File: src/rtl/chacha_stream_xor.sv
// chacha_stream_xor
//   Keystream consumer placed after chacha_core. It requests keystream
//   blocks (init for the first block of a message, next for each later one)
//   and captures each 512-bit block. It then XORs the block word by word onto
//   a valid/ready stream. Because the operation is an XOR, the same path both
//   encrypts and decrypts.
//
// Ports
//   clk, reset_n           : clock; synchronous active-low reset
//   start                  : pulse that begins a message (accepted in IDLE only)
//   in_valid/in_ready      : input word handshake; in_data, in_last
//   out_valid/out_ready    : output word handshake; out_data, out_last
//   core_init/core_next    : one-cycle request pulses to chacha_core
//   core_ready/core_valid  : chacha_core status; core_data = 512-bit block
//   busy                   : start accepted .. last output word consumed
//   blk_count              : keystream blocks captured in this message
module chacha_stream_xor #(
  parameter int WORD_W = 32
) (
  input  logic              clk,
  input  logic              reset_n,
  input  logic              start,
  input  logic              in_valid,
  output logic              in_ready,
  input  logic [WORD_W-1:0] in_data,
  input  logic              in_last,
  output logic              out_valid,
  input  logic              out_ready,
  output logic [WORD_W-1:0] out_data,
  output logic              out_last,
  output logic              core_init,
  output logic              core_next,
  input  logic              core_ready,
  input  logic [511:0]      core_data,
  input  logic              core_valid,
  output logic              busy,
  output logic [15:0]       blk_count
);
  localparam int WORDS = 512 / WORD_W;
  localparam int IDX_W = (WORDS > 1) ? $clog2(WORDS) : 1;

  typedef enum logic [1:0] {IDLE, REQ, WAIT, STREAM} state_e;

  state_e              state_q, state_d;
  logic                first_q, first_d;
  logic                wait1_q, wait1_d;
  logic [511:0]        buf_q, buf_d;
  logic [IDX_W-1:0]    idx_q, idx_d;
  logic                out_valid_q, out_valid_d;
  logic [WORD_W-1:0]   out_data_q, out_data_d;
  logic                out_last_q, out_last_d;
  logic                busy_q, busy_d;
  logic [15:0]         blk_count_q, blk_count_d;
  logic                in_hs;

  always_comb begin
    state_d     = state_q;
    first_d     = first_q;
    wait1_d     = wait1_q;
    buf_d       = buf_q;
    idx_d       = idx_q;
    out_valid_d = out_valid_q;
    out_data_d  = out_data_q;
    out_last_d  = out_last_q;
    busy_d      = busy_q;
    blk_count_d = blk_count_q;
    core_init   = 1'b0;
    core_next   = 1'b0;

    in_ready = (state_q == STREAM) && (!out_valid_q || out_ready);
    in_hs    = in_valid && in_ready;

    // The output register empties on accept; a load below overrides this.
    if (out_ready) out_valid_d = 1'b0;

    case (state_q)
      IDLE: begin
        if (start) begin
          state_d     = REQ;
          first_d     = 1'b1;
          blk_count_d = '0;
          busy_d      = 1'b1;
        end else if (!out_valid_q || out_ready) begin
          // The final word may still be draining after the message ends.
          busy_d = 1'b0;
        end
      end
      REQ: begin
        if (core_ready) begin
          core_init = first_q;
          core_next = !first_q;
          first_d   = 1'b0;
          wait1_d   = 1'b1;
          state_d   = WAIT;
        end
      end
      WAIT: begin
        // core_valid may still reflect the previous block for one cycle.
        if (wait1_q) begin
          wait1_d = 1'b0;
        end else if (core_valid) begin
          buf_d       = core_data;
          idx_d       = '0;
          blk_count_d = blk_count_q + 16'd1;
          state_d     = STREAM;
        end
      end
      STREAM: begin
        if (in_hs) begin
          // The buffer shifts left so that the current word is always at the MSBs.
          out_data_d  = in_data ^ buf_q[511 -: WORD_W];
          buf_d       = buf_q << WORD_W;
          out_last_d  = in_last;
          out_valid_d = 1'b1;
          idx_d       = idx_q + 1'b1;
          if (in_last)                               state_d = IDLE;
          else if (idx_q == IDX_W'(WORDS - 1))       state_d = REQ;
        end
      end
      default: state_d = IDLE;
    endcase
  end

  always_ff @(posedge clk) begin
    if (!reset_n) begin
      state_q     <= IDLE;
      first_q     <= 1'b0;
      wait1_q     <= 1'b0;
      buf_q       <= '0;
      idx_q       <= '0;
      out_valid_q <= 1'b0;
      out_data_q  <= '0;
      out_last_q  <= 1'b0;
      busy_q      <= 1'b0;
      blk_count_q <= '0;
    end else begin
      state_q     <= state_d;
      first_q     <= first_d;
      wait1_q     <= wait1_d;
      buf_q       <= buf_d;
      idx_q       <= idx_d;
      out_valid_q <= out_valid_d;
      out_data_q  <= out_data_d;
      out_last_q  <= out_last_d;
      busy_q      <= busy_d;
      blk_count_q <= blk_count_d;
    end
  end

  assign out_valid = out_valid_q;
  assign out_data  = out_data_q;
  assign out_last  = out_last_q;
  assign busy      = busy_q;
  assign blk_count = blk_count_q;
endmodule

File: config.mk
export PLATFORM = sky130hd
export DESIGN_NAME = chacha_stream_xor
export DESIGN_NICKNAME = d
export VERILOG_FILES = /design/src/rtl/chacha_stream_xor.sv
export SDC_FILE = /design/constraint.sdc
export NUM_CORES = 1
export LEC_CHECK = 0
export CAP_MARGIN = 40
export CORE_AREA = 2 2 234 236
export CTS_BUF_LIST = sky130_fd_sc_hd__clkbuf_2
export DETAILED_ROUTE_END_ITERATION = 10
export DIE_AREA = 0 0 236 238
export DONT_BUFFER_PORTS = 1
export GPL_TIMING_DRIVEN = 1
export PLACE_DENSITY_LB_ADDON = 0.05
export REMOVE_ABC_BUFFERS = 1
export SYNTH_ARGS = -nofsm -noshare
export SYNTH_HDL_FRONTEND = slang
export SYNTH_SLANG_ARGS = --single-unit
export TNS_END_PERCENT = 100
File: constraint.sdc
create_clock -name clk -period 2.4 [get_ports clk]
set_input_delay 0.48 -clock clk [delete_from_list [all_inputs] [get_ports clk]]
set_output_delay 0.48 -clock clk [all_outputs]
set_load 0.02 [all_outputs]
==> impl_metrics.csv, run 1 <==
group,metric,value,unit
logic_synthesis,synth_area,25910,um2
cts,post-cts-setup-buffers,5,
placement,dp_hpwl,51650,um
cts,cts-root-buf,"clkbuf_2",
logic_synthesis,yosys-top-cells-area,"dfxtp_1 44%, mux2i_1 19%, a211oi_1 15%",
logic_synthesis,yosysTopAreaCell,"dfxtp_1",
cts,htree_num_levels,4,
cts,ctsHoldBuffers,680,
logic_synthesis,synth_area_per_cell,9.773,um2
logic_synthesis,synth_edf_count,0,
floorplanning,die_height,238,um
cts,cts_buffer_depth,3,
outcome,stop_stage,"clock tree synthesis (4_1_cts)",
logic_synthesis,synth_ff_type,"dfxtp_1",
placement,numPortBuffers,0,
logic_synthesis,synthCells,2651,
outcome,stop_error,"[ERROR RSZ-0060] Max buffer count reached.",
floorplanning,io_pins,606,
floorplanning,die_width,236,um
floorplanning,start_util,0.4843,
floorplanning,rows,85,
placement,routabilityCongestion,0.8294,
cts,clock_sinks,571,
logic_synthesis,synth_top_area_share,0.4412,
logic_synthesis,yosysUniqueCellTypes,50,
logic_synthesis,yosysSeqAreaShare,0.4412,
cts,numCtsBuffers,155,
cts,cts_resized,50,
logic_synthesis,synth_seq_cells,571,
logic_synthesis,synth_warnings,0,
outcome,status,"aborted with a tool error",
logic_synthesis,async_flop_share,0,
==> per-stage QoR <==
step / instance area [um2] / setup WS, ns / std cells / hold WS, ns
3_3_place_gp: 26550 / 0.3143 / 3132 / 0.4577
3_5_place_dp: 26550 / 0.2418 / 3132 / 0.4672
2_1_floorplan: 24430 / -31.80 / 2347 / 0.4497
==> cells in the mapped netlist (all sizes together), types with 2 or more instances <==
library cell,count
nand4,4
dfxtp,571
o31ai,7
ha,6
mux2i,483
and2b,2
nand4b,33
buf,200
inv,7
and2,2
and4,2
or4,6
o211ai,2
a211oi,515
nor4,3
o21a,3
a21oi,530
nand3,10
nand2b,3
nor2,42
nor3,2
nand2,16
o21ai,43
clkbuf,104
or3,4
nor2b,5
xnor2,35
==> logic make-up after synthesis <==
| logic type | synth area share |
|---|---|
| XOR/XNOR | 0.01183 |
| buffers and inverters | 0.05790 |
| adder cells (fa/ha/maj) | 0.002897 |
| AND/OR/NAND/NOR | 0.03149 |
| AO/OA/AOI/OAI | 0.2675 |
| multiplexers | 0.1872 |
| flip-flops | 0.4412 |
==> inputs of run 2 (changes only) <==
--- a/config.mk
+++ b/config.mk
@@ -6,13 +6,12 @@
 export NUM_CORES = 1
 export LEC_CHECK = 0
 export CAP_MARGIN = 40
-export CORE_AREA = 2 2 234 236
-export CTS_BUF_LIST = sky130_fd_sc_hd__clkbuf_2
+export CORE_MARGIN = 2
+export CORE_UTILIZATION = 40
 export DETAILED_ROUTE_END_ITERATION = 10
-export DIE_AREA = 0 0 236 238
 export DONT_BUFFER_PORTS = 1
 export GPL_TIMING_DRIVEN = 1
-export PLACE_DENSITY_LB_ADDON = 0.05
+export PLACE_DENSITY_LB_ADDON = 0.15
 export REMOVE_ABC_BUFFERS = 1
 export SYNTH_ARGS = -nofsm -noshare
 export SYNTH_HDL_FRONTEND = slang
==> impl_metrics.csv, run 2 <==
group,metric,value,unit
outcome,status,"completed",
worst_setup_path,max_stage_delay,0.47,ns
global_routing,antenna_found_initial,10,
timing,rsz0062_at_grt,"false",
route,drtIter0Drc,1769,
logic_synthesis,synth_seq_cells,571,
power,power.total,0.03372,W
layout,nets,3078,
logic_synthesis,synth_area,25910,um2
timing,clock_skew,0.02816,ns
floorplanning,start_util,0.4034,
logic_synthesis,synth_commonest_cells,"571 x dfxtp_1, 530 x a21oi_1, 512 x a211oi_1, 483 x mux2i_1, 164 x buf_2",
global_routing,grt_use_total,0.2260,
worst_setup_path,r2r_start,"state_q[1]$_SDFFE_PN0P_",
worst_setup_path,worstSetupPathType,"reg2out",
logic_synthesis,yosys.cell_count.top_type,"dfxtp_1",
global_routing,grt_pass1_vias,19930,
cts,clock_latency,0.59,ns
worst_setup_path,end_kind,"primary output",
logic_synthesis,yosys-top-cells-area,"dfxtp_1 44%, mux2i_1 19%, a211oi_1 15%",
global_routing,grt_first_pass_wirelength,120600,um
route,routedWlPerCell,23.13,um
hold_path,hp-start,"reset_n",
floorplanning,rows,93,
global_routing,grt_max_degree,84,
worst_setup_path,cp_cell_sequence,"ha_4 -> buf_16 -> and2_1",
cts,htree_num_levels,3,
layout,drive_gt1_frac,0.08346,
worst_setup_path,cp.depth,3,
timing,min_period_over_period,0.9536,
placement,numPortBuffers,0,
cts,cts_tree,"yes",
power,powerDensity,1160,nW/um2
cts,cts-root-buf,"clkbuf_16",
logic_synthesis,synth_warnings,0,
floorplanning,die_width,258.5,um
layout,layout_common_cells,"571 x dfxtp_1, 530 x a21oi_1, 512 x a211oi_1",
run,cap_violations,0,
worst_setup_path,slowest_stage,"dfxtp_1",
timing,setup_violations,0,
cts,clkSlewWorstSetupHoldPaths,0.05,ns
floorplanning,io_pins,606,
worst_setup_path,critPathLaunchType,"flop",
layout,area_growth,12.25,%
route,top_layer,"met5",
worst_setup_path,critPathRequiredTime,1.92,ns
worst_setup_path,crit_start,"state_q[1]$_SDFFE_PN0P_",
route,wl_met1,33560,um
worst_setup_path,rr_worst_depth,6,
floorplanning,die_height,258.5,um
route,vias,20340,
timing,worst_pin_slew,0.7020,ns
power,power_leakage,8.466,nW
logic_synthesis,synth_ff_type,"dfxtp_1",
timing,period_minus_slack,2.289,ns
cts,clock_sinks,571,
layout,layout.cells.most_common,"dfxtp_1",
layout,largest_register_ffs,512,
timing,fmax,436.9,MHz
worst_setup_path,cp_num_buf_inv,1,
timing,final.setup.tns,0,ns
global_routing,overflow,0,
logic_synthesis,synthCells,2651,
logic_synthesis,yosysUniqueCellTypes,50,
route,viasPerCell,5.932,
logic_synthesis,yosysTopAreaCell,"dfxtp_1",
logic_synthesis,async_flop_share,0,
power,peakVddDrop,0.0005621,V
floorplanning,die-area,66820,um2
logic_synthesis,yosysSeqAreaShare,0.4412,
hold_path,hp-class,"in2reg",
placement,routabilityCongestion,0.8491,
logic_synthesis,synth_area_per_cell,9.773,um2
layout,regMostFlops,"buf_q",
worst_setup_path,worstPathMaxFanout,21,
worst_setup_path,crit_family,"flip-flops",
placement,dp_hpwl,53870,um
logic_synthesis,synth_edf_count,0,
timing,final_hold_viol_count,0,
route,postRouteAntennaNets,0,
route,met2_length,37990,um
route,first_pass_iters,5,
worst_setup_path,worstPathArrival,1.81,ns
hold_path,min_delay_path_depth,2,
timing,max_slew_margin,0.5320,
route,wl_met3,5521,um
floorplanning,core,64230,um2
logic_synthesis,synth_top_area_share,0.4412,
route,routed_wl,79330,um
cts,numCtsBuffers,68,
timing,drv_slew,0,
route,drc_errors,0,
cts,cts_buffer_depth,3,
run 2: cell counts after synthesis:
Identical to the previous run, type by type.
run 2: what timing repair did:
item	CTS	global route
buffers inserted	0	3
gates resized for setup	1	2
endpoints found under the setup margin	1	7
endpoints found under the hold margin	3	0
pin swaps	0	1
gates cloned	2	0
hold buffers	2	0
run 2: final cells by class:
class,count,area [um2]
fillers,6215,35150
multi-input cells,1769,13030
flip-flops and latches,571,11430
clock buffers,104,2019
repair buffers,103,1353
well taps,855,1070
clock inverters,10,118.9
inverters,7,33.78
diodes,10,25.02
run 2: cell families after synthesis:
kind of cell | Yosys count | share of synthesized area
compound gates | 1108 | 0.2675
simple gates | 136 | 0.03149
fa+ha+maj | 6 | 0.002897
flops | 571 | 0.4412
mux | 484 | 0.1872
buf+inv | 311 | 0.05790
xor+xnor | 35 | 0.01183
run 2: metrics by stage:
| step | std cells | hold WS [ns] | area (um2) | setup slack [ns] | util |
|---|---|---|---|---|---|
| after CTS | 3416 | 0.009940 | 29020 | 0.03500 | 0.4518 |
| after floorplan | 2347 | 0.4497 | 24430 | -31.80 | - |
| after detailed placement | 3298 | 0.4640 | 26790 | 0.1937 | 0.4171 |
| final | 3429 | 0.05920 | 29080 | 0.1113 | 0.4528 |
| after global routing | 3427 | 0.03878 | 29080 | 0.01314 | 0.4527 |
| after global placement | 3298 | 0.4568 | 26790 | 0.2688 | 0.4171 |
run 2: power breakdown:
group          internal, W  switching [W]  leakage (nW)  total, W
logic              0.00442        0.00563          2.77    0.0101
clock network      0.00590        0.00403          1.04   0.00993
registers           0.0122        0.00155          4.65    0.0137
total               0.0225         0.0112          8.47    0.0337
run 2: worst register-to-register path: cells and delay by family, from the launching register on:
kind / cells / cell delay (ns)
buffers and inverters: 3 / 0.92
adder cells (fa/ha/maj): 1 / 0.27
flip-flops: 1 / 0.47
multiplexers: 1 / 0.34
AO/OA/AOI/OAI: 1 / 0.12
run 2: path summary, 6_finish.rpt:
path              slack (ns)                      end
setup / recovery        0.11                 in_ready
hold / removal          0.06  state_q[1]$_SDFFE_PN0P_
setup reg to reg        0.15  buf_q[491]$_SDFFE_PN0P_
hold reg to reg         0.47    buf_q[7]$_SDFFE_PN0P_
run 2: metal layers:
layer  track usage  up-vias
met1        0.2897     9720
met2        0.3639      621
met5             0        -
met3       0.05947      136
li1              -     9859
met4       0.08558        4
No activity file was read; power rests on OpenSTA's default activity.
